`config.mk`:
```
export PLATFORM = sky130hd
export DESIGN_NAME = mem_access_ctrl
export DESIGN_NICKNAME = d
export VERILOG_FILES = /design/src/rtl/mem_access_ctrl.sv
export SDC_FILE = /design/constraint.sdc
export NUM_CORES = 1
export LEC_CHECK = 0
export ABC_AREA = 1
export CORE_ASPECT_RATIO = 1.25
export CORE_MARGIN = 3
export CORE_UTILIZATION = 38
export CTS_CLUSTER_DIAMETER = 60
export DETAILED_ROUTE_END_ITERATION = 16
export GPL_ROUTABILITY_DRIVEN = 0
export MAX_ROUTING_LAYER = met4
export PLACE_DENSITY = 0.81
export SLEW_MARGIN = 20
export SYNTH_ARGS = -nofsm -noshare
export SYNTH_HDL_FRONTEND = slang
export SYNTH_SLANG_ARGS = --single-unit
```
`constraint.sdc`:
```
create_clock -name clk -period 2.45 [get_ports clk]
set_input_delay 0.49 -clock clk [delete_from_list [all_inputs] [get_ports clk]]
set_output_delay 0.49 -clock clk [all_outputs]
set_load 0.05 [all_outputs]
```
`src/rtl/mem_access_ctrl.sv`:
```
// MEM-stage data-memory access controller: req/ack bus handshake, byte lanes,
// load extension, pipeline stall, misalignment and bus-timeout reporting.
module mem_access_ctrl #(
   parameter int TIMEOUT = 16,
   parameter int CNT_W   = 5
) (
   input  logic        clk,
   input  logic        reset,
   input  logic        MemRead_M,
   input  logic        MemWrite_M,
   input  logic [2:0]  MemOp_M,
   input  logic [31:0] ALUresult_M,
   input  logic [31:0] Read2_M,
   input  logic        mem_ack,
   input  logic [31:0] mem_rdata,
   output logic        mem_req,
   output logic        mem_we,
   output logic [31:0] mem_addr,
   output logic [3:0]  mem_be,
   output logic [31:0] mem_wdata,
   output logic [31:0] MemData_M,
   output logic        mem_stall,
   output logic        addr_exc,
   output logic        bus_err
);

   typedef enum logic [1:0] {
      IDLE = 2'b00,
      REQ  = 2'b01,
      DONE = 2'b10
   } state_t;

   state_t           state;
   logic [CNT_W-1:0] cnt;
   logic [31:0]      rdata_q;

   logic        access;
   logic        is_half;
   logic        is_byte;
   logic        is_signed;
   logic        start;
   logic        timeout_hit;
   logic [3:0]  be_calc;
   logic [31:0] wdata_calc;
   logic [31:0] lane;
   logic [31:0] load_ext;

   // Access-size decode; unlisted encodings behave as word accesses
   always_comb begin
      is_half   = 1'b0;
      is_byte   = 1'b0;
      is_signed = 1'b1;
      case (MemOp_M)
         3'b001: is_half = 1'b1;
         3'b010: begin
            is_half   = 1'b1;
            is_signed = 1'b0;
         end
         3'b011: is_byte = 1'b1;
         3'b100: begin
            is_byte   = 1'b1;
            is_signed = 1'b0;
         end
         default: begin
            is_half   = 1'b0;
            is_byte   = 1'b0;
            is_signed = 1'b1;
         end
      endcase
   end

   assign access   = MemRead_M | MemWrite_M;
   assign addr_exc = access & ((!is_half && !is_byte && (ALUresult_M[1:0] != 2'b00)) ||
                               (is_half && ALUresult_M[0]));
   assign start    = access & !addr_exc;

   // Byte enables and replicated store lanes for the current EX/MEM contents
   always_comb begin
      be_calc    = 4'b1111;
      wdata_calc = Read2_M;
      if (is_half) begin
         be_calc    = 4'b0011 << ALUresult_M[1:0];
         wdata_calc = {2{Read2_M[15:0]}};
      end else if (is_byte) begin
         be_calc    = 4'b0001 << ALUresult_M[1:0];
         wdata_calc = {4{Read2_M[7:0]}};
      end else begin
         be_calc    = 4'b1111;
         wdata_calc = Read2_M;
      end
   end

   // Load lane extraction and sign/zero extension from the latched read word
   always_comb begin
      lane     = rdata_q >> {ALUresult_M[1:0], 3'b000};
      load_ext = lane;
      if (is_half) begin
         load_ext = {{16{is_signed & lane[15]}}, lane[15:0]};
      end else if (is_byte) begin
         load_ext = {{24{is_signed & lane[7]}}, lane[7:0]};
      end else begin
         load_ext = lane;
      end
   end

   assign timeout_hit = (cnt == CNT_W'(TIMEOUT - 1));
   assign mem_addr    = {ALUresult_M[31:2], 2'b00};
   assign mem_wdata   = wdata_calc;
   assign MemData_M   = (state == DONE) ? load_ext : 32'h0000_0000;
   assign bus_err     = (state == REQ) & timeout_hit & !mem_ack;
   // IDLE term is gated by reset so the stall drops at once when reset asserts
   assign mem_stall   = (state == REQ) | (reset & (state == IDLE) & start);

   // Access FSM with registered bus request, write strobe and byte enables
   always_ff @(posedge clk or negedge reset) begin
      if (!reset) begin
         state   <= IDLE;
         cnt     <= {CNT_W{1'b0}};
         rdata_q <= 32'h0000_0000;
         mem_req <= 1'b0;
         mem_we  <= 1'b0;
         mem_be  <= 4'b0000;
      end else begin
         case (state)
            IDLE: begin
               cnt <= {CNT_W{1'b0}};
               if (start) begin
                  state   <= REQ;
                  mem_req <= 1'b1;
                  mem_we  <= MemWrite_M;
                  mem_be  <= be_calc;
               end
            end
            REQ: begin
               if (mem_ack || timeout_hit) begin
                  rdata_q <= mem_ack ? mem_rdata : 32'h0000_0000;
                  state   <= DONE;
                  mem_req <= 1'b0;
                  mem_we  <= 1'b0;
                  mem_be  <= 4'b0000;
               end else begin
                  cnt <= cnt + CNT_W'(1);
               end
            end
            DONE: begin
               state <= IDLE;
            end
            default: begin
               state   <= IDLE;
               mem_req <= 1'b0;
               mem_we  <= 1'b0;
               mem_be  <= 4'b0000;
            end
         endcase
      end
   end

endmodule
```
## Word level (Yosys, flattened, before mapping)

Cells that the tools add are included.

- Register bits: 45
- Input port bits: 104

- $add $sub $neg: 1
- Equal/unequal tests: 10
- Shift-type cells: 3
- Mux-type cells: 24
- Bitwise gates (word level): 11
- Reductions and logical operators: 19

Operators with widths:

| cell | number |
|---|---|
| 32-bit two-way mux | 6 |
| 32-bit by 5-bit >> shifter with 32-bit output | 1 |
| 4-bit two-way mux | 4 |
| 4-bit case mux with 3 select lines | 1 |
| 5-bit case mux with 2 select lines | 1 |
| 1-bit bitwise AND | 8 |
| 3-bit by 2-bit == test with 1-bit output (second input constant) | 2 |
| 1-bit two-way mux | 6 |
| 1-bit case mux with 3 select lines | 2 |
| 2-bit AND reduction | 3 |
| 2-bit OR reduction | 3 |
| 5-bit by 1-bit adder with 5-bit output (second input constant) | 1 |
| 5-bit by 4-bit == test with 1-bit output (second input constant) | 1 |
| 5-bit two-way mux | 1 |
| 1-bit logical NOT | 4 |
| 2-bit two-way mux | 2 |
| 2-bit inequality test (second input constant) | 2 |
| 2-bit case mux with 2 select lines | 1 |
| 2-bit nonzero test | 2 |
| 1-bit by 2-bit << shifter with 4-bit output (first input constant) | 1 |
| 2-bit by 2-bit << shifter with 4-bit output (first input constant) | 1 |
| 3-bit by 1-bit == test with 1-bit output (second input constant) | 1 |
| 3-bit == test (second input constant) | 1 |
| 1-bit logical AND | 3 |
| 8 further kinds | 10 |

## Depth between registers and ports, before layout

Gate-level depths: netlist (run 1).

- Word-level depth: 12
- Depth in mapped cells: 11
- Mapped depth without buffers: 11

## Least setup slack after synthesis (run 1)

Ideal clock, no wire load.

- Kind: input port to output port
- Start point: input port ALUresult_M[0]
- End point: output port mem_stall
- Data arrival time: 2475 ps
- Data required time: 1960 ps
- Slack: -515 ps
- Cell stages on the path: 7
- Path buffers: 1
- Cell sequence: inv_1 clkbuf_1 ha_1 inv_1 nand3_1 nand3_1 o21ai_0

- Word-level cells in the longest chain between the ends: 8
- Elaborated cells on any way between the ends: 9
- Those cells by class: 4 x bitwise; 5 x reduce/logical

Ends and longest elaborated chain:

| element | line | text |
|---|---|---|
| start, declared | 12 | `input logic [31:0] ALUresult_M,` |
| 2-bit nonzero test | 73 | `assign addr_exc = access & ((!is_half && !is_byte && (ALUresult_M[1:0] != 2'b00)) \|\|` |
| 1-bit logical AND | 73 |  |
| 1-bit logical OR * | 73 |  |
| 1-bit bitwise AND * | 73 |  |
| 1-bit logical NOT * | 75 | `assign start = access & !addr_exc;` |
| 1-bit bitwise AND * | 75 |  |
| 1-bit bitwise AND * | 112 | `assign mem_stall = (state == REQ) \| (reset & (state == IDLE) & start);` |
| 1-bit bitwise OR * | 112 |  |
| end, declared | 22 | `output logic mem_stall,` |

Every way passes the cells marked *; elsewhere a longest branch is shown, timed or not.

## Worst setup path in the final report (run 1)

- Start point: input port MemOp_M[0]
- End point: output port MemData_M[21]

- Word-level cells in the longest chain between the ends: 7
- Elaborated cells on any way between the ends: 15
- Those cells by class: 4 x eq/ne; 6 x mux; 2 x bitwise; 3 x reduce/logical

Ends and longest elaborated chain:

| element | line | text |
|---|---|---|
| start, declared | 11 | `input logic [2:0] MemOp_M,` |
| 3-bit == test / 3-bit by 2-bit == test with 1-bit output (equally long branches) | 53 | `case (MemOp_M)` |
| 2-bit OR reduction (no source line) | n/a |  |
| 1-bit two-way mux | 53 |  |
| 1-bit bitwise AND | 100 | `load_ext = {{24{is_signed & lane[7]}}, lane[7:0]};` |
| 32-bit two-way mux | 99 | `end else if (is_byte) begin` |
| 32-bit two-way mux * | 97 | `if (is_half) begin` |
| 32-bit two-way mux * | 109 | `assign MemData_M = (state == DONE) ? load_ext : 32'h0000_0000;` |
| end, declared | 21 | `output logic [31:0] MemData_M,` |

Marked as above.

==> metrics.txt, run 1 <==
# TYPE chip_impl_metric gauge
chip_impl_info{name="outcome",value="completed"} 1
chip_impl_metric{name="setup_viol_count_final",unit=""} 0
chip_impl_metric{name="p_sw",unit="uW"} 2160
chip_impl_metric{name="async_reset_ff_share",unit="%"} 100
chip_impl_metric{name="area.growth.synth_to_final",unit="%"} 69.0
chip_impl_metric{name="ys_types",unit=""} 30
chip_impl_metric{name="drtIter0Drc",unit=""} 287
chip_impl_metric{name="mean_area_per_synthesized_cell",unit="um^2"} 6.70
chip_impl_metric{name="ff_latch_count_synth",unit=""} 45
chip_impl_metric{name="std_cell_rows",unit=""} 38
chip_impl_metric{name="initial_utilization",unit="%"} 39.8
chip_impl_info{name="tritoncts",value="done"} 1
chip_impl_metric{name="grt.met2_usage",unit="%"} 44.4
chip_impl_metric{name="grt_start_max_net_pins",unit=""} 46
chip_impl_metric{name="grtUsageMet1",unit="%"} 28.2
chip_impl_info{name="dominant_synthesized_flop_cell",value="dfrtp_1"} 1
chip_impl_metric{name="drcViolationCount",unit=""} 0
chip_impl_metric{name="synth.cell_area",unit="um^2"} 3520
chip_impl_metric{name="vias_per_cell",unit=""} 5.18
chip_impl_metric{name="drt_wl_total",unit="mm"} 13.6
chip_impl_info{name="global_route_hottest_layer",value="met2"} 1
chip_impl_metric{name="design.core.area",unit="um^2"} 8840
chip_impl_info{name="hold_path_class",value="input port to asynchronous set/reset pin"} 1
chip_impl_metric{name="max-vdd-ir-drop",unit="uV"} 449
chip_impl_metric{name="gr_met3_demand_resource",unit="%"} 9.56
chip_impl_metric{name="power_per_cell_area",unit="nW/um^2"} 775
chip_impl_metric{name="chipHeight",unit="um"} 114
chip_impl_metric{name="finalWorstPathRequiredPeriod",unit="ns"} 2.39
chip_impl_metric{name="clock_sinks",unit=""} 45
chip_impl_metric{name="maxSlewHeadroom",unit="%"} 63.3
chip_impl_metric{name="floorplan.io_pins",unit=""} 209
chip_impl_info{name="grt_setup_unrepaired",value="false"} 1
chip_impl_metric{name="worstPathArrival",unit="ns"} 1.90
chip_impl_info{name="worstSetupEndpointType",value="primary output"} 1
chip_impl_metric{name="power_frac_clock",unit="%"} 12.4
chip_impl_metric{name="yosysSeqAreaShare",unit="%"} 32.0
chip_impl_metric{name="floorplan.die.width",unit="um"} 92.0
chip_impl_info{name="clk_root_buffer_cell",value="clkbuf_8"} 1
chip_impl_metric{name="clk_path_buf_depth",unit=""} 2
chip_impl_metric{name="insertion_delay",unit="ns"} 0.30
chip_impl_metric{name="placement.cell_area",unit="um^2"} 5730
chip_impl_metric{name="die_area",unit="um^2"} 10400
chip_impl_metric{name="cts_max_level",unit=""} 2
chip_impl_info{name="timing.critical_path.from_type",value="input port"} 1
chip_impl_metric{name="fin_area",unit="um^2"} 5940
chip_impl_metric{name="synth-edff-count",unit=""} 0
chip_impl_metric{name="finClkSkew",unit="ns"} 0.0105
chip_impl_metric{name="grt_util_all_layers",unit="%"} 26.6
chip_impl_metric{name="finalHoldViolCount",unit=""} 0
chip_impl_metric{name="drt_first_pass_iters",unit=""} 6
chip_impl_info{name="timing_worst_setup_path_type",value="input port to primary output"} 1
chip_impl_metric{name="min_period_over_period",unit="%"} 97.7
chip_impl_metric{name="critical_path_peak_fanout",unit=""} 17
chip_impl_metric{name="post-dp-hpwl",unit="mm"} 11.1
chip_impl_metric{name="final_layout_size_suffix_gt1_share",unit="%"} 25.5
chip_impl_metric{name="timing.fmax",unit="MHz"} 418
chip_impl_metric{name="grt_overflow",unit=""} 0
chip_impl_metric{name="vias",unit=""} 4032
chip_impl_metric{name="power.share.switching",unit="%"} 47.0
chip_impl_metric{name="final_nets",unit=""} 767
chip_impl_metric{name="fillCellCount",unit=""} 692
chip_impl_metric{name="wire_per_inst",unit="um"} 17.4
chip_impl_metric{name="clk_pin_slew_worst_paths",unit="ns"} 0.09
chip_impl_metric{name="cap_viol_max_count",unit=""} 0
chip_impl_metric{name="max_slew.worst_pin.slew",unit="ns"} 0.550
chip_impl_metric{name="internal_power",unit="uW"} 2440
chip_impl_metric{name="final-max-slew-violation-count",unit=""} 0
chip_impl_metric{name="diodes",unit=""} 0
chip_impl_metric{name="final.setup.worst_slack",unit="ns"} 0.0563
chip_impl_metric{name="grt_first_pass_wirelength",unit="mm"} 21.1
chip_impl_metric{name="comb_power_share",unit="%"} 59.8
chip_impl_metric{name="synthesis.instances",unit=""} 525
chip_impl_metric{name="synth.yosys.warnings",unit=""} 0
chip_impl_metric{name="worstPathRequired",unit="ns"} 1.96
chip_impl_metric{name="p_leak",unit="uW"} 0.00278
chip_impl_metric{name="sequentialPowerShare",unit="%"} 27.9
chip_impl_metric{name="cts_made_buffers",unit=""} 5
chip_impl_metric{name="place_ws",unit="ns"} -0.326
chip_impl_metric{name="port_buffers",unit=""} 146
chip_impl_metric{name="number_of_global_route_vias_before_repair",unit=""} 4114
chip_impl_metric{name="number_of_antenna_violating_nets_in_the_routed_design",unit=""} 0
chip_impl_metric{name="grt_antenna_before_repair",unit=""} 0
-- path summary, 6_finish.rpt --
kind / from / to / slack, ns / cells after the start
worst max-delay path: MemOp_M[0] / MemData_M[21] / 0.06 / 9
worst min-delay path: reset / rdata_q[19]$_DFFE_PN0P_ / 0.32 / 2
worst max register to register: cnt[0]$_DFFE_PN0P_ / cnt[3]$_DFFE_PN0P_ / 0.47 / 11
worst min register to register: cnt[3]$_DFFE_PN0P_ / cnt[3]$_DFFE_PN0P_ / 0.48 / 1
max in group asynchronous: reset / cnt[1]$_DFFE_PN0P_ / 1.74 / 2
min in group clk: cnt[3]$_DFFE_PN0P_ / cnt[3]$_DFFE_PN0P_ / 0.48 / 1
-- cells in the mapped netlist (all sizes together) (2+ instances only) --
cell type  count  area [um^2]
nand2        150          593
o21ai         80          408
buf           54          384
nand3         51          285
dfrtp         45         1130
nor2          45          213
inv           44          165
a31oi         15         93.8
clkbuf        14         52.6
a21oi         13         65.1
ha             6         75.1
o211ai         2         15.0
-- kinds of logic (layout without fill, tap and decap cells) --
kind of cell,Yosys count,in the layout,share of synthesized area (%)
adder cells (fa/ha/maj),6,6,2.14
other,1,2,0.107
flip-flops,45,45,32.0
AND/OR/NAND/NOR,247,248,31.2
buffers and inverters,113,244,17.3
AO/OA/AOI/OAI,113,113,17.3
-- cell type report --
| type | instances | area, um^2 | share of cell area (%) |
|---|---|---|---|
| Clock buffer | 5 | 68.8 | 1.16 |
| Clock inverter | 3 | 46.3 | 0.779 |
| Inverter | 45 | 170 | 2.86 |
| Multi-Input combinational cell | 369 | 1880 | 31.6 |
| Sequential cell | 45 | 1130 | 19.0 |
| Tap cell | 120 | 150 | 2.53 |
| Timing Repair Buffer | 191 | 2500 | 42.1 |
-- power by group through the flow --
stage	registers (uW)	logic (uW)	clock network, uW
6_report	1280	2750	570
2_1_floorplan	1370	1500	0
4_1_cts	1270	2730	573
3_5_place_dp	1290	2680	0
3_3_place_gp	1270	2620	0
5_1_grt	1310	2960	598
-- worst max-delay path, stage by stage --
cell and delay, ns:
dlygate4sd2_1 0.29, nand2_2 0.12, nand2_1 0.07, nand2_2 0.11, nand2_2 0.10, buf_12 0.16, a21oi_1 0.31, nor2_4 0.09
buf_12 0.16
-- repair_timing --
item | CTS | global route
hold buffers | 0 | 0
setup endpoints to repair | 56 | 24
setup buffers | 0 | 1
pin swaps | 2 | 3
cloned | 1 | 0
resized for setup | 25 | 13
-- stage by stage --
stage	total power [uW]	hold WS, ns	std cells	TNS (ns)	util [%]
after global placement	3880	0.450	768	-6.04	64.8
after floorplan	2870	0.194	526	-0.566	-
after global routing	4870	0.366	778	0	67.2
after CTS	4580	0.347	777	0	66.9
after detailed placement	3970	0.461	768	-8.95	64.8
final	4610	0.318	778	0	67.2
-- cell usage in the layout (no fill, tap or decap), types with 9 or more instances in the layout --
cell | synthesis | layout
nand3_1 | 48 | 48
buf_12 | 0 | 70
buf_4 | 41 | 40
clkdlybuf4s50_1 | 0 | 73
nor2_1 | 33 | 28
dfrtp_1 | 45 | 45
nor2_4 | 0 | 9
a31oi_1 | 15 | 14
nand2_1 | 142 | 141
inv_1 | 42 | 38
o21ai_0 | 74 | 70
a21oi_1 | 13 | 11
-- layer usage --
metal | part of all wire (%) | wire length (um)
met1 | 36 | 4820
met3 | 11 | 1530
met4 | 4.1 | 561
met5 | 0 | 0
met2 | 49 | 6670
-- flip-flops by register name, summed over array words and instances, names as in the netlist --
name	count
rdata_q	32
mem_we	1
mem_be	4
mem_req	1
cnt	5
state	2
Power figures use the tool's default switching activity.
==> run 2, diff against run 1 <==
--- a/config.mk
+++ b/config.mk
@@ -12,6 +12,7 @@
 export CTS_CLUSTER_DIAMETER = 60
 export DETAILED_ROUTE_END_ITERATION = 16
 export GPL_ROUTABILITY_DRIVEN = 0
+export GPL_TIMING_DRIVEN = 0
 export MAX_ROUTING_LAYER = met4
 export PLACE_DENSITY = 0.81
 export SLEW_MARGIN = 20
==> run 2 against run 1 <==
First-iteration DRC count fell by 12%. Critical path depth is 1 higher. Total power decreased by 2.6%.
==> metrics.txt, run 2 (synthesis results as in run 1) <==
# TYPE chip_impl_metric gauge
chip_impl_info{name="outcome",value="completed"} 1
chip_impl_info{name="regMostFlops",value="rdata_q"} 1
chip_impl_metric{name="grt_util_all_layers",unit="%"} 27.2
chip_impl_metric{name="holdBufCountCts",unit=""} 0
chip_impl_metric{name="grt_first_pass_wirelength",unit="mm"} 21.6
chip_impl_metric{name="internal_power",unit="uW"} 2290
chip_impl_metric{name="drcViolationCount",unit=""} 0
chip_impl_metric{name="post-dp-hpwl",unit="mm"} 11.7
chip_impl_metric{name="p_sw",unit="uW"} 2200
chip_impl_metric{name="timing.critical_path.slowest_cell_delay",unit="ns"} 0.27
chip_impl_metric{name="floorplan.die.width",unit="um"} 92.0
chip_impl_metric{name="finalWorstPathRequiredPeriod",unit="ns"} 2.45
chip_impl_metric{name="worstPathRequired",unit="ns"} 1.96
chip_impl_metric{name="vias",unit=""} 4382
chip_impl_metric{name="insertion_delay",unit="ns"} 0.30
chip_impl_info{name="worstPathCellList",value="dlygate4sd2_1, inv_2, buf_4, nand3_4, buf_12, buf_4, nand3_1, nand3_2, o21ai_2, buf_6"} 1
chip_impl_metric{name="initial_utilization",unit="%"} 39.8
chip_impl_metric{name="area.growth.synth_to_final",unit="%"} 58.9
chip_impl_metric{name="gr_met3_demand_resource",unit="%"} 6.66
chip_impl_info{name="tritoncts",value="done"} 1
chip_impl_metric{name="final_layout_size_suffix_gt1_share",unit="%"} 25.4
chip_impl_metric{name="setup_viol_count_final",unit=""} 0
chip_impl_metric{name="min_period_over_period",unit="%"} 100
chip_impl_metric{name="setup-tns-final",unit="ns"} 0
chip_impl_metric{name="clock_sinks",unit=""} 45
chip_impl_metric{name="r2r_cells",unit=""} 8
chip_impl_metric{name="instances_no_fill",unit=""} 837
chip_impl_info{name="layout.cells.most_common_list",value="nand2_1 (139), clkdlybuf4s50_1 (107), o21ai_0 (73), buf_4 (62), nand3_1 (47)"} 1
chip_impl_info{name="cp_common_cell",value="buf_4"} 1
chip_impl_info{name="worstSetupEndpointType",value="primary output"} 1
chip_impl_metric{name="drt_first_pass_iters",unit=""} 5
chip_impl_metric{name="flip_flop_count_of_the_largest_register_all_copies_and_words_added",unit=""} 32
chip_impl_metric{name="finalHoldViolCount",unit=""} 0
chip_impl_metric{name="timing.fmax",unit="MHz"} 408
chip_impl_metric{name="r2r_slack",unit="ns"} 0.44
chip_impl_metric{name="vias_per_cell",unit=""} 5.24
chip_impl_metric{name="number_of_antenna_violating_nets_in_the_routed_design",unit=""} 0
chip_impl_metric{name="power.share.switching",unit="%"} 49.1
chip_impl_metric{name="worstPathArrival",unit="ns"} 1.96
chip_impl_metric{name="final_nets",unit=""} 826
chip_impl_info{name="crit_slowest_cell",value="dlygate4sd2_1"} 1
chip_impl_metric{name="grt_antenna_before_repair",unit=""} 0
chip_impl_metric{name="std_cell_rows",unit=""} 38
chip_impl_metric{name="power_frac_clock",unit="%"} 15.0
chip_impl_metric{name="max-vdd-ir-drop",unit="uV"} 525
chip_impl_metric{name="design.core.area",unit="um^2"} 8840
chip_impl_info{name="grt_setup_unrepaired",value="true"} 1
chip_impl_metric{name="finClkSkew",unit="ns"} 0.00760
chip_impl_metric{name="grt_overflow",unit=""} 0
chip_impl_metric{name="critical_path.n_buffers_inverters",unit=""} 6
chip_impl_metric{name="grt.met2_usage",unit="%"} 47.3
chip_impl_metric{name="drt_wl_total",unit="mm"} 14.5
chip_impl_metric{name="fillCellCount",unit=""} 793
chip_impl_metric{name="cts_max_level",unit=""} 2
chip_impl_metric{name="port_buffers",unit=""} 175
chip_impl_info{name="timing.critical_path.from_type",value="input port"} 1
chip_impl_metric{name="maxSlewHeadroom",unit="%"} 59.4
chip_impl_metric{name="floorplan.io_pins",unit=""} 209
chip_impl_metric{name="clk_path_buf_depth",unit=""} 2
chip_impl_metric{name="power_per_cell_area",unit="nW/um^2"} 804
chip_impl_metric{name="final.setup.worst_slack",unit="ns"} 0.000300
chip_impl_metric{name="die_area",unit="um^2"} 10400
chip_impl_info{name="critical_path.reg2reg.startpoint",value="cnt[0]$_DFFE_PN0P_"} 1
chip_impl_metric{name="clk_pin_slew_worst_paths",unit="ns"} 0.09
chip_impl_metric{name="chipHeight",unit="um"} 114
chip_impl_info{name="global_route_hottest_layer",value="met2"} 1
chip_impl_metric{name="max_slew.worst_pin.slew",unit="ns"} 0.607
chip_impl_metric{name="number_of_global_route_vias_before_repair",unit=""} 4239
chip_impl_metric{name="grt_start_max_net_pins",unit=""} 35
chip_impl_info{name="hold_path_class",value="input port to asynchronous set/reset pin"} 1
chip_impl_metric{name="sequentialPowerShare",unit="%"} 28.4
chip_impl_info{name="worstReg2RegEnd",value="rdata_q[7]$_DFFE_PN0P_"} 1
chip_impl_info{name="clk_root_buffer_cell",value="clkbuf_8"} 1
chip_impl_info{name="timing_worst_setup_path_type",value="input port to primary output"} 1
chip_impl_metric{name="critical_path_peak_fanout",unit=""} 4
chip_impl_metric{name="drtIter0Drc",unit=""} 253
chip_impl_metric{name="wire_per_inst",unit="um"} 17.3
chip_impl_metric{name="diodes",unit=""} 0
chip_impl_metric{name="place_ws",unit="ns"} -1.33
chip_impl_metric{name="cts_made_buffers",unit=""} 5
chip_impl_metric{name="final-max-slew-violation-count",unit=""} 0
chip_impl_info{name="biggestRegsByFlops",value="rdata_q x32, cnt x5, mem_be x4"} 1
chip_impl_info{name="cpLargestDelayFamily",value="buffers and inverters"} 1
chip_impl_info{name="mostFrequentLayoutCell",value="nand2_1"} 1
chip_impl_metric{name="dp.cells",unit=""} 822
chip_impl_metric{name="cap_viol_max_count",unit=""} 0
chip_impl_metric{name="grtUsageMet1",unit="%"} 30.3
chip_impl_metric{name="comb_power_share",unit="%"} 56.6
chip_impl_metric{name="p_leak",unit="uW"} 0.00279
==> run 2: cell count changes in the layout (fill, tap and decap cells not counted), moves of 3 or more <==
cell             previous run  this run
clkbuf_1                    0         7
buf_4                      40        62
nor2_2                      7        12
nor2_4                      9         2
clkbuf_4                    0         6
buf_6                       2        16
o21ai_1                     6         3
clkbuf_2                    0         7
buf_12                     70         2
o21ai_0                    70        73
buf_2                       2        35
clkdlybuf4s50_1            73       107
==> run 2: routing by layer <==
layer  wire [um]  share of wire, %  vias up
met2        7280                50      250
met3        1580                11       30
met1        5260                36     2059
met5           0                 0        -
met4         383               2.6        0
li1            -                 -     2043
==> run 2: final cells by class <==
| cell class | count | area [um^2] | area share [%] |
|---|---|---|---|
| multi-input combinational | 368 | 1850 | 33.1 |
| inverter | 45 | 176 | 3.16 |
| clock inverter | 3 | 68.8 | 1.23 |
| tap | 120 | 150 | 2.69 |
| sequential | 45 | 1130 | 20.2 |
| buffer | 67 | 472 | 8.44 |
| timing repair buffer | 184 | 1680 | 30.0 |
| clock buffer | 5 | 68.8 | 1.23 |
==> run 2: timing repair <==
item / in CTS / in global routing
gates cloned: 1 / 0
endpoints found under the setup margin: 61 / 34
resized for setup: 376 / 25
buffers inserted: 6 / 1
pin swaps: 4 / 4
==> run 2: metrics by stage <==
step	util (%)	hold WS [ns]	power, uW	area [um^2]
after floorplan	-	0.194	2870	3520
after global placement	61.3	0.449	3690	5430
after detailed placement	61.5	0.395	3760	5440
after CTS	62.8	0.0666	4450	5550
after global routing	63.2	0.0783	4740	5590
final	63.2	0.0688	4490	5590
==> run 2: power by group through the flow <==
stage               registers, uW  logic (uW)  clock network [uW]
floorplan                    1370        1500                   0
global placement             1260        2430                   0
detailed placement           1280        2490                   0
CTS                          1260        2500                 680
global route                 1310        2730                 708
finish                       1270        2540                 673
==> run 2: worst max path at each step <==
stage / start / endpoint / slack [ns] / cells after the start
2_1_floorplan: MemOp_M[2] / mem_wdata[8] / -0.21 / 6
3_3_place_gp: reset / mem_stall / -1.60 / 4
3_5_place_dp: ALUresult_M[0] / mem_stall / -1.33 / 9
4_1_cts: ALUresult_M[1] / MemData_M[26] / 0.007 / 10
5_1_grt: MemOp_M[2] / mem_stall / -0.03 / 10
6_report: MemOp_M[2] / mem_stall / 0.0003 / 10
==> run 3, diff against run 2 <==
--- a/config.mk
+++ b/config.mk
@@ -10,12 +10,14 @@
 export CORE_MARGIN = 3
 export CORE_UTILIZATION = 38
 export CTS_CLUSTER_DIAMETER = 60
+export CTS_CLUSTER_SIZE = 40
 export DETAILED_ROUTE_END_ITERATION = 16
 export GPL_ROUTABILITY_DRIVEN = 0
 export GPL_TIMING_DRIVEN = 0
 export MAX_ROUTING_LAYER = met4
 export PLACE_DENSITY = 0.81
-export SLEW_MARGIN = 20
+export RECOVER_POWER = 100
+export SLEW_MARGIN = 25
 export SYNTH_ARGS = -nofsm -noshare
 export SYNTH_HDL_FRONTEND = slang
 export SYNTH_SLANG_ARGS = --single-unit
==> run 3 against run 2 <==
Critical path depth is 7 lower. Sequential cell count is the same. Fmax up 1.0%. Die area stayed put. Clock-buffer cell count did not move. Critical path type unchanged. Largest power group unchanged. Highest routed layer unchanged.
==> metrics.txt, run 3 (synthesis results as in run 1) <==
# TYPE chip_impl_metric gauge
chip_impl_metric{name="vias_per_cell",unit=""} 5.24
chip_impl_metric{name="die_area",unit="um^2"} 10400
chip_impl_metric{name="clk_pin_slew_worst_paths",unit="ns"} 0.09
chip_impl_metric{name="number_of_global_route_vias_before_repair",unit=""} 4289
chip_impl_info{name="tritoncts",value="done"} 1
chip_impl_metric{name="drcViolationCount",unit=""} 0
chip_impl_metric{name="clock_sinks",unit=""} 45
chip_impl_metric{name="grt_overflow",unit=""} 0
chip_impl_metric{name="area.growth.synth_to_final",unit="%"} 59.7
chip_impl_metric{name="timing.fmax",unit="MHz"} 412
chip_impl_metric{name="number_of_antenna_violating_nets_in_the_routed_design",unit=""} 0
chip_impl_metric{name="insertion_delay",unit="ns"} 0.30
chip_impl_metric{name="grt_first_pass_wirelength",unit="mm"} 22.1
chip_impl_metric{name="drt_wl_total",unit="mm"} 14.4
chip_impl_metric{name="fillCellCount",unit=""} 804
chip_impl_info{name="layout.cells.most_common_list",value="nand2_1 (139), o21ai_0 (72), buf_4 (71), clkdlybuf4s50_1 (69), nand3_1 (48)"} 1
chip_impl_metric{name="initial_utilization",unit="%"} 39.8
chip_impl_metric{name="post-dp-hpwl",unit="mm"} 11.6
chip_impl_info{name="grt_setup_unrepaired",value="true"} 1
chip_impl_metric{name="finalWorstPathRequiredPeriod",unit="ns"} 2.43
chip_impl_info{name="hold_path_class",value="input port to asynchronous set/reset pin"} 1
chip_impl_metric{name="finClkSkew",unit="ns"} 0.00729
chip_impl_info{name="worstReg2RegEnd",value="rdata_q[10]$_DFFE_PN0P_"} 1
chip_impl_metric{name="fin_area",unit="um^2"} 5610
chip_impl_metric{name="wire_per_inst",unit="um"} 17.1
chip_impl_info{name="critical_path.reg2reg.startpoint",value="cnt[0]$_DFFE_PN0P_"} 1
chip_impl_metric{name="min_period_over_period",unit="%"} 99.0
chip_impl_metric{name="final-max-slew-violation-count",unit=""} 0
chip_impl_metric{name="chipHeight",unit="um"} 114
chip_impl_info{name="mostFrequentLayoutCell",value="nand2_1"} 1
chip_impl_metric{name="worstPathRequired",unit="ns"} 1.96
chip_impl_metric{name="floorplan.die.width",unit="um"} 92.0
chip_impl_metric{name="setup_viol_count_final",unit=""} 0
chip_impl_metric{name="final_layout_size_suffix_gt1_share",unit="%"} 25.6
chip_impl_metric{name="port_buffers",unit=""} 175
chip_impl_info{name="timing.critical_path.from_type",value="input port"} 1
chip_impl_metric{name="clk_path_buf_depth",unit=""} 2
chip_impl_info{name="timing_worst_setup_path_type",value="input port to primary output"} 1
chip_impl_metric{name="std_cell_rows",unit=""} 38
chip_impl_info{name="clk_root_buffer_cell",value="clkbuf_8"} 1
chip_impl_metric{name="grt_antenna_before_repair",unit=""} 0
chip_impl_metric{name="grt_start_max_net_pins",unit=""} 34
chip_impl_metric{name="vias",unit=""} 4420
chip_impl_metric{name="cap_viol_max_count",unit=""} 0
chip_impl_metric{name="max_slew.worst_pin.slew",unit="ns"} 0.647
chip_impl_metric{name="power_per_cell_area",unit="nW/um^2"} 793
chip_impl_info{name="outcome",value="completed"} 1
chip_impl_metric{name="grt_util_all_layers",unit="%"} 27.5
chip_impl_metric{name="design_power_total",unit="uW"} 4450
chip_impl_metric{name="flip_flop_count_of_the_largest_register_all_copies_and_words_added",unit=""} 32
chip_impl_metric{name="p_leak",unit="uW"} 0.00282
chip_impl_metric{name="max-vdd-ir-drop",unit="uV"} 559
chip_impl_info{name="biggestRegsByFlops",value="rdata_q x32, cnt x5, mem_be x4"} 1
chip_impl_metric{name="worstPathArrival",unit="ns"} 1.94
chip_impl_metric{name="drt_first_pass_iters",unit=""} 5
chip_impl_metric{name="maxSlewHeadroom",unit="%"} 56.7
chip_impl_metric{name="cts_max_level",unit=""} 2
chip_impl_metric{name="cts_made_buffers",unit=""} 5
chip_impl_metric{name="drtIter0Drc",unit=""} 300
chip_impl_metric{name="critical_path_peak_fanout",unit=""} 3
chip_impl_info{name="regMostFlops",value="rdata_q"} 1
chip_impl_metric{name="design.core.area",unit="um^2"} 8840
chip_impl_metric{name="r2r_cells",unit=""} 8
chip_impl_metric{name="diodes",unit=""} 0
chip_impl_metric{name="placement.cell_area",unit="um^2"} 5440
chip_impl_metric{name="floorplan.io_pins",unit=""} 209
chip_impl_metric{name="r2r_slack",unit="ns"} 0.35
chip_impl_metric{name="final_nets",unit=""} 832
chip_impl_metric{name="finalHoldViolCount",unit=""} 0
chip_impl_info{name="worstSetupEndpointType",value="primary output"} 1
[run 3: cell types whose count changed in the layout (fill, tap and decap cells not counted), sizes merged]
cell	previous run	this run
clkdlybuf4s50	107	69
clkdlybuf4s18	0	1
clkdlybuf4s15	1	3
dlygate4sd3	0	38
dlymetal6s2s	1	0
buf	119	123
[run 3: how the worst max path moves through the flow]
| stage | end | from | slack [ns] |
|---|---|---|---|
| 3_3_place_gp | mem_stall | reset | -1.60 |
| 6_report | mem_wdata[0] | Read2_M[0] | 0.02 |
| 3_5_place_dp | mem_stall | ALUresult_M[0] | -1.33 |
| 5_1_grt | MemData_M[19] | MemOp_M[0] | -0.03 |
| 2_1_floorplan | mem_wdata[8] | MemOp_M[2] | -0.21 |
| 4_1_cts | MemData_M[24] | ALUresult_M[1] | 0.002 |
[run 3: final cells by class]
| class | instances | area [um^2] | share of cell area, % |
|---|---|---|---|
| repair buffers | 190 | 1720 | 30.6 |
| well taps | 120 | 150 | 2.67 |
| plain buffers | 67 | 483 | 8.60 |
| clock inverters | 3 | 68.8 | 1.23 |
| flip-flops and latches | 45 | 1130 | 20.1 |
| inverters | 45 | 174 | 3.10 |
| multi-input cells | 368 | 1820 | 32.5 |
| clock buffers | 5 | 68.8 | 1.23 |
[run 3: routing by layer]
metal  part of all wire, %  GRT usage, %  up-vias
met5                     0             -        -
met4                   2.3          8.23        0
met3                    11          6.66       30
met2                    51          48.5      270
met1                    36          30.7     2061
li1                      -             -     2059
[run 3: what timing repair did]
item,in CTS,in global routing
pin swaps,3,2
hold buffers,0,0
cloned,1,0
setup endpoints to repair,61,35
resized for setup,376,31
buffers inserted,8,5
[run 3: worst max-delay path, cell delays in order]
cell             delay [ns]
clkdlybuf4s50_1        0.53
buf_4                  0.13
clkdlybuf4s50_1        0.79
[run 3: report_power, final]
group          internal (uW)  switching (uW)
clock                    410             263
sequential              1060             212
combinational            790            1720
total                   2260            2190
[run 3: metrics by stage]
step	TNS, ns	hold WS, ns	setup WS (ns)	instances	utilization [%]
final	0	0.0760	0.0245	843	63.5
after global routing	-0.0486	0.0948	-0.0275	843	63.5
after CTS	0	0.0740	0.00159	838	62.9
after detailed placement	-54.66	0.408	-1.33	822	61.5
after global placement	-63.31	0.449	-1.60	821	61.3
after floorplan	-0.566	0.194	-0.214	526	-
